==> src/rtl/wdt_kick_master.sv <==
// -----------------------------------------------------------------------------
// wdt_kick_master
//
// Avalon-MM master that services the on-chip watchdog timer slave. It starts
// the watchdog, polls its status and then kicks it periodically (write to the
// period-low register) for as long as the system heartbeat keeps arriving. If
// the heartbeat is lost the block stops kicking on purpose, so the watchdog
// reset request fires.
//
// Ports:
//   clk            clock
//   reset_n        asynchronous reset, active-low
//   enable         level; start / keep servicing the watchdog
//   alive          single-cycle heartbeat pulse from the system
//   av_address     slave register address
//   av_chipselect  slave select
//   av_write_n     active-low write strobe
//   av_writedata   write data
//   av_readdata    slave readdata (registered in the slave, 1-cycle latency)
//   kick_count     number of kicks issued, wraps 0xFFFF -> 0
//   wdt_running    last polled status bit1
//   wdt_fired      sticky, set when a poll sees status bit0 = 1
//   fired_clr      pulse, clears wdt_fired (a same-cycle set wins)
//   starving       sticky, kicking stopped because the heartbeat was lost
//
// All outputs are registered; there is no combinational input-to-output path.
// -----------------------------------------------------------------------------
module wdt_kick_master #(
    parameter int unsigned KICK_INTERVAL  = 1000000,
    parameter int unsigned HEALTH_TIMEOUT = 2500000,
    parameter bit          IRQ_EN         = 1'b0,
    parameter int unsigned CW             = 23
) (
    input  logic        clk,
    input  logic        reset_n,
    input  logic        enable,
    input  logic        alive,
    output logic [2:0]  av_address,
    output logic        av_chipselect,
    output logic        av_write_n,
    output logic [15:0] av_writedata,
    input  logic [15:0] av_readdata,
    output logic [15:0] kick_count,
    output logic        wdt_running,
    output logic        wdt_fired,
    input  logic        fired_clr,
    output logic        starving
);

    // Watchdog slave register map.
    localparam logic [2:0]  ADDR_STATUS  = 3'd0;
    localparam logic [2:0]  ADDR_CONTROL = 3'd1;
    localparam logic [2:0]  ADDR_PERIODL = 3'd2;

    // Control word: start (bit2) plus optional interrupt enable (bit0).
    localparam logic [15:0] CTRL_START   = 16'h0004 | {15'd0, IRQ_EN};

    localparam logic [CW-1:0] INTERVAL_LOAD = CW'(KICK_INTERVAL - 1);
    localparam logic [CW-1:0] HEALTH_MAX    = CW'(HEALTH_TIMEOUT);

    typedef enum logic [2:0] {
        S_IDLE,
        S_INIT,
        S_POLL_A,
        S_POLL_B,
        S_CLR,
        S_WAIT,
        S_KICK,
        S_STARVE
    } state_e;

    state_e state_q, state_d;

    logic [CW-1:0] interval_q, interval_d;
    logic [CW-1:0] health_q, health_d;
    logic [15:0]   kick_count_q, kick_count_d;
    logic          wdt_running_q, wdt_running_d;
    logic          wdt_fired_q, wdt_fired_d;
    logic          starving_q, starving_d;

    logic [2:0]    av_address_q, av_address_d;
    logic          av_chipselect_q, av_chipselect_d;
    logic          av_write_n_q, av_write_n_d;
    logic [15:0]   av_writedata_q, av_writedata_d;

    logic          health_fail;
    logic          status_timeout;
    logic          status_running;
    logic          unused_readdata;

    assign status_timeout  = av_readdata[0];
    assign status_running  = av_readdata[1];
    assign unused_readdata = ^av_readdata[15:2];

    // Evaluated on the registered count, so an alive pulse arriving in the
    // cycle the count would reach the limit clears it before it can fail.
    assign health_fail = (health_q == HEALTH_MAX);

    // -------------------------------------------------------------------------
    // FSM: state register
    // -------------------------------------------------------------------------
    always_ff @(posedge clk or negedge reset_n) begin
        if (!reset_n) begin
            state_q <= S_IDLE;
        end else begin
            state_q <= state_d;
        end
    end

    // -------------------------------------------------------------------------
    // FSM: next state
    // -------------------------------------------------------------------------
    always_comb begin
        state_d = state_q;
        case (state_q)
            S_IDLE: begin
                if (enable) begin
                    state_d = S_INIT;
                end
            end
            S_INIT:   state_d = S_POLL_A;
            S_POLL_A: state_d = S_POLL_B;
            S_POLL_B: begin
                if (status_timeout) begin
                    state_d = S_CLR;
                end else if (!status_running) begin
                    state_d = S_INIT;
                end else begin
                    state_d = S_WAIT;
                end
            end
            S_CLR:    state_d = S_WAIT;
            S_WAIT: begin
                // Heartbeat loss outranks disable, which outranks the kick.
                if (health_fail) begin
                    state_d = S_STARVE;
                end else if (!enable) begin
                    state_d = S_IDLE;
                end else if (interval_q == '0) begin
                    state_d = S_KICK;
                end
            end
            S_KICK:   state_d = S_POLL_A;
            S_STARVE: state_d = S_STARVE;
            default:  state_d = S_IDLE;
        endcase
    end

    // -------------------------------------------------------------------------
    // FSM: bus outputs, decoded from the next state and registered so the
    // bus reflects the current state with no input-to-output path.
    // -------------------------------------------------------------------------
    always_comb begin
        av_chipselect_d = 1'b0;
        av_write_n_d    = 1'b1;
        av_address_d    = ADDR_STATUS;
        av_writedata_d  = '0;
        case (state_d)
            S_INIT: begin
                av_chipselect_d = 1'b1;
                av_write_n_d    = 1'b0;
                av_address_d    = ADDR_CONTROL;
                av_writedata_d  = CTRL_START;
            end
            S_POLL_A: begin
                av_chipselect_d = 1'b1;
            end
            S_CLR: begin
                av_chipselect_d = 1'b1;
                av_write_n_d    = 1'b0;
                av_address_d    = ADDR_STATUS;
            end
            S_KICK: begin
                av_chipselect_d = 1'b1;
                av_write_n_d    = 1'b0;
                av_address_d    = ADDR_PERIODL;
            end
            default: begin
            end
        endcase
    end

    // -------------------------------------------------------------------------
    // Counters and status flags
    // -------------------------------------------------------------------------
    always_comb begin
        interval_d = interval_q;
        if ((state_d == S_WAIT) && (state_q != S_WAIT)) begin
            interval_d = INTERVAL_LOAD;
        end else if ((state_q == S_WAIT) && (interval_q != '0)) begin
            interval_d = interval_q - CW'(1);
        end
    end

    always_comb begin
        health_d = health_q;
        if (state_q == S_IDLE) begin
            health_d = '0;
        end else if (state_q != S_STARVE) begin
            if (alive) begin
                health_d = '0;
            end else if (health_q != HEALTH_MAX) begin
                health_d = health_q + CW'(1);
            end
        end
    end

    always_comb begin
        kick_count_d  = kick_count_q;
        wdt_running_d = wdt_running_q;
        wdt_fired_d   = wdt_fired_q;
        starving_d    = starving_q;

        if (state_q == S_KICK) begin
            kick_count_d = kick_count_q + 16'd1;
        end

        if (state_q == S_POLL_B) begin
            wdt_running_d = status_running;
        end

        if ((state_q == S_POLL_B) && status_timeout) begin
            wdt_fired_d = 1'b1;
        end else if (fired_clr) begin
            wdt_fired_d = 1'b0;
        end

        if (state_d == S_STARVE) begin
            starving_d = 1'b1;
        end
    end

    always_ff @(posedge clk or negedge reset_n) begin
        if (!reset_n) begin
            interval_q      <= '0;
            health_q        <= '0;
            kick_count_q    <= '0;
            wdt_running_q   <= 1'b0;
            wdt_fired_q     <= 1'b0;
            starving_q      <= 1'b0;
            av_address_q    <= '0;
            av_chipselect_q <= 1'b0;
            av_write_n_q    <= 1'b1;
            av_writedata_q  <= '0;
        end else begin
            interval_q      <= interval_d;
            health_q        <= health_d;
            kick_count_q    <= kick_count_d;
            wdt_running_q   <= wdt_running_d;
            wdt_fired_q     <= wdt_fired_d;
            starving_q      <= starving_d;
            av_address_q    <= av_address_d;
            av_chipselect_q <= av_chipselect_d;
            av_write_n_q    <= av_write_n_d;
            av_writedata_q  <= av_writedata_d;
        end
    end

    assign av_address    = av_address_q;
    assign av_chipselect = av_chipselect_q;
    assign av_write_n    = av_write_n_q;
    assign av_writedata  = av_writedata_q;
    assign kick_count    = kick_count_q;
    assign wdt_running   = wdt_running_q;
    assign wdt_fired     = wdt_fired_q;
    assign starving      = starving_q;

endmodule

==> config.mk <==
export PLATFORM = sky130hd
export DESIGN_NAME = wdt_kick_master
export DESIGN_NICKNAME = d
export VERILOG_FILES = /design/src/rtl/wdt_kick_master.sv
export SDC_FILE = /design/constraint.sdc
export NUM_CORES = 1
export LEC_CHECK = 0
export CORE_MARGIN = 2
export CORE_UTILIZATION = 28
export CTS_CLUSTER_SIZE = 16
export DETAILED_ROUTE_END_ITERATION = 7
export PLACE_DENSITY_LB_ADDON = 0.1
export SLEW_MARGIN = 20
export SYNTH_ARGS = -nofsm -noshare
export SYNTH_HDL_FRONTEND = slang
export SYNTH_SLANG_ARGS = --single-unit
==> constraint.sdc <==
create_clock -name clk -period 4.1 [get_ports clk]
set_clock_uncertainty 0.15 [all_clocks]
set_input_delay 1.23 -clock clk [delete_from_list [all_inputs] [get_ports clk]]
set_output_delay 1.23 -clock clk [all_outputs]
set_load 0.005 [all_outputs]
# Word-level counts from Yosys, hierarchy flattened
# Index checks and enable logic that the tools add are counted.
# totals
regBits	89
inputBits	21
output_inout_bits	40
elab_cells	64
# classes
n_addsub	3
n_eq_ne	17
n_mux	19
reduce_logical	14
# op_table
op	n
two-way mux 23 bit	6
== test 3 bit (second input constant)	8
adder 23 x 1 -> 23 bit (second input constant)	1
== test 23 x 22 -> 1 bit (second input constant)	1
logical NOT 23 bit	1
!= test 23 x 22 -> 1 bit (second input constant)	1
nonzero test 23 bit	1
subtractor 23 x 1 -> 23 bit (second input constant)	1
two-way mux 3 bit	7
case mux 3 bit (7 select lines)	1
adder 16 x 1 -> 16 bit (second input constant)	1
== test 3 x 2 -> 1 bit (second input constant)	3
== test 3 x 1 -> 1 bit (second input constant)	2
!= test 3 bit (second input constant)	2
nonzero test 2 bit	3
two-way mux 1 bit	4
case mux 2 bit (2 select lines)	1
OR reduction 4 bit	1
logical AND 1 bit	3
logical NOT 3 bit	1
nonzero test 3 bit	1
OR reduction 3 bit	1
AND reduction 2 bit	1
OR reduction 2 bit	1

# Longest topological paths before layout
# logic_depth
depth_word	8
mapped_depth	8
mapped_depth_nobuf	7

# Worst setup path before layout
# Ideal clock, no wire load.
# synth_path
path_type	register to register
startpoint	register interval_q[17]
endpoint	register interval_q[18]
t_arrival_ns	2.590
t_required_ns	3.819
path_slack_ns	1.229
path_stages_with_launch	8
n_path_buf	2
cell_sequence	dfrtp_1 -> or4_1 -> clkbuf_1 -> or4_1 -> buf_2 -> o21a_1 -> o311a_1 -> or3_1
# synth_via
elab_chain_len	8
# synth_lines
element	line_no	text
from (decl)	74	logic [CW-1:0] interval_q, interval_d;
from (signal assigned)	246	interval_q <= interval_d;
logical NOT 23 bit	139	end else if (interval_q == '0) begin
two-way mux 3 bit	139	
two-way mux 3 bit	137	end else if (!enable) begin
two-way mux 3 bit	135	if (health_fail) begin
case mux 3 bit (7 select lines)	115	case (state_q)
== test 3 bit	188	if ((state_d == S_WAIT) && (state_q != S_WAIT)) begin
logical AND 1 bit	188	
two-way mux 23 bit / nonzero test 2 bit (equally long branches)	n/a	
# Parallel ways exist; a longest one is shown, timed or not. The select of a mux whose other input is x is not followed.
# A chain may end at the register's enable or synchronous reset.

# Worst setup path after layout
# Ends and elaborated chain as after synthesis.

==> out/metrics.cfg <==
[sta]
rsz0062_at_grt = no
fin_hold_ws_ns = 0.3299
setup_ws_ns = 0.8048
fin_crit_ns = 3.295
max-slew-margin-rel_pct = 35.98
slew_viol_final = 0
max_freq_ghz = 0.3035
setup_violations = 0
fin_crit_sh_pct = 80.37
hold_viol = 0
worstMarginPinSlew_ns = 0.9603
tns_ns = 0

[flow_run]
maxCapViolCount = 0

[power]
power_density_mw_per_mm2 = 515.8
peakVddDrop_mv = 0.1808
swShare_pct = 31.06
p_switching_w = 0.0007455
combPwrFrac_pct = 25.0
clkPwrFrac_pct = 36.9
p_leak_nw = 1.783
intPower_w = 0.001654
power_frac_seq_pct = 38.1

[global_route]
use_met1_pct = 17.63
antenna_found_initial = 0
grt-ovfl-total = 0
grt_usage_pct = 13.34
grt_start_max_net_pins = 74
use_met2_pct = 20.71
grt_pass1_wl_mm = 15.32
grt-busiest-layer = met2
grt_pass1_vias = 2956
use_met3_pct = 4.307

[placement]
place_ws_ns = 0.7923
globalplace.congestion = 0.7841
io_buffers = 30
placed_cells = 608
dpl.hpwl_mm = 6.048

[finish]
fill_cells = 1414
drive_gt1_share_pct = 6.772
fin_cells = 623
utilization_pct = 33.92
most-common-layout-cells = dfrtp_1, nor2_1, xnor2_1
antennaDiodeCount = 0
nets = 464
final_common_cell = dfrtp_1
syn_to_final_growth_pct = 19.62

[floorplanning]
die_x_um = 121.9
die_area_sq_mm = 0.01485
initial_utilization_pct = 28.35
ioPinCount = 61
fp.dieH_um = 121.9
core_sq_mm = 0.01372
fp-row-count = 43

[setup_path]
r2r-start = interval_q[17]
end_kind = flop
crit_type = reg2reg
cp_max_fo = 11
r2r_slack_ns = 0.80
worstPathRequired_ns = 4.17
rr_worst_depth = 5
worst_ep_arrival_time_ns = 3.37
startpoint_type = flop
r2r-end = interval_q[18]

[clock_tree]
clockRootBuffer = clkbuf_16
clk_pin_slew_worst_paths_ns = 0.06
cts_sinks = 73
cts_tree = yes
clk_latency_ns = 0.34
numCtsBuffers = 9
htreeDepth = 3
hold_buffers = 0
post_cts_resized = 0
clockBufferDepth = 2
cts_setup_buffers = 0

[run_status]
status = finished clean

[min_path]
min_from = kick_count[15]
min_path_type = reg2reg
holdPathEnd = kick_count[15]
holdPathStages = 1

[drt]
drtAntennaViolNets = 0
wirelength_mm = 9.068
firstDrtPassIters = 4
first_iter_violations = 146
drcViolationCount = 0
drt-wirelength-per-cell_um = 14.56
viasPerCell = 4.931
vias = 3072

[synth]
syn_area_per_cell_sq_um = 9.511
synth.cell_area_sq_mm = 0.003890
ys_ff_latch = 73
synth_edf_count = 0
synth_cell_types = 47
ys.flop_type = dfrtp_1
synth_async_sr_flop_share_pct = 100.0
ys_seq_area_share_pct = 46.99
ys.warnings.count = 0
syn_inst = 409

[worst max-delay path, cell delays in order, from the launching register on]
cell     delay, ns
dfrtp_1       0.43
or4_1         0.65
or4_1         0.71
o21a_1        0.28
o311a_1       0.52
or3_1         0.42
[kinds of logic after synthesis]
kind of cell | Yosys count | share of synthesized area [%]
buffers and inverters | 44 | 5.886
DFF | 73 | 46.99
adders and majority gates | 4 | 1.287
AOI/OAI and AO/OA | 74 | 12.29
muxes | 3 | 0.8363
other | 1 | 0.09640
xor gates and xnor gates | 39 | 8.781
and+or+nand+nor | 171 | 23.83
[worst max path at each step]
stage                   startpoint              to  cells after the start
detailed placement  interval_q[17]  interval_q[18]                      5
CTS                 interval_q[17]  interval_q[18]                      5
floorplan           interval_q[17]  interval_q[18]                      7
finish              interval_q[17]  interval_q[18]                      5
global placement    interval_q[17]  interval_q[18]                      5
global route        interval_q[17]  interval_q[18]                      5
[state kept, by name, indices dropped and copies added (netlist names)]
name	count
wdt_fired	1
interval_q	23
kick_count	16
wdt_running	1
health_q	23
av_writedata	1
av_address	2
starving	1
av_chipselect	1
state_q	3
av_write_n	1
[power by group through the flow]
| stage | clock network (W) | registers [W] | logic, W |
|---|---|---|---|
| after floorplan | 0 | 0.000880 | 0.000427 |
| after global placement | 0 | 0.000926 | 0.000604 |
| after detailed placement | 0 | 0.000926 | 0.000608 |
| after CTS | 0.000915 | 0.000913 | 0.000611 |
| after global routing | 0.000944 | 0.000931 | 0.000683 |
| final | 0.000886 | 0.000915 | 0.000599 |
[cell usage after synthesis (3+ instances only)]
| cell | n | area share, % |
|---|---|---|
| buf_2 | 3 | 0.39 |
| xnor2_1 | 30 | 6.8 |
| nor4b_1 | 3 | 0.68 |
| a21oi_1 | 19 | 2.4 |
| and4_1 | 3 | 0.68 |
| o21ai_0 | 20 | 2.6 |
| o31ai_1 | 5 | 0.97 |
| nand3_1 | 20 | 2.6 |
| o21a_1 | 3 | 0.58 |
| nand2b_1 | 3 | 0.48 |
| nand2_1 | 26 | 2.5 |
| nor2b_1 | 3 | 0.48 |
| or3_1 | 16 | 2.6 |
| clkbuf_1 | 11 | 1.1 |
| and3_1 | 5 | 0.80 |
| xor2_1 | 9 | 2.0 |
| inv_1 | 14 | 1.4 |
| nor4_1 | 11 | 1.8 |
| nor3_1 | 12 | 1.5 |
| and2_1 | 4 | 0.64 |
| dfrtp_1 | 72 | 46 |
| or2_2 | 6 | 0.97 |
| or4_1 | 10 | 1.9 |
| nor2_1 | 32 | 3.1 |
| ha_1 | 4 | 1.3 |
| buf_4 | 16 | 3.1 |
| a21o_1 | 4 | 0.77 |
| o2111ai_1 | 3 | 0.68 |
| o211ai_1 | 6 | 1.2 |
| nand4_1 | 12 | 1.9 |
[through the flow]
stage | instance area, sq um | total power [W]
detailed placement | 4323 | 0.001534
global placement | 4323 | 0.001531
floorplan | 3946 | 0.001307
global route | 4653 | 0.002557
CTS | 4653 | 0.002439
finish | 4653 | 0.002400
[area by class of cell]
class	instances	area (sq um)	share of cell area [%]
clock buffers	13	270.3	5.808
inverters	14	52.55	1.129
flip-flops and latches	73	1828	39.28
well taps	180	225.2	4.840
clock inverters	2	60.06	1.291
multi-input cells	307	1889	40.60
repair buffers	34	327.8	7.045
[per-layer routing]
metal / vias to the layer above / wire (um)
met1: 1506 / 4407
li1: 1508 / -
met3: 7 / 348
met2: 51 / 4227
met4: 0 / 85
met5: - / 0
(Power assumes the default switching activity.)
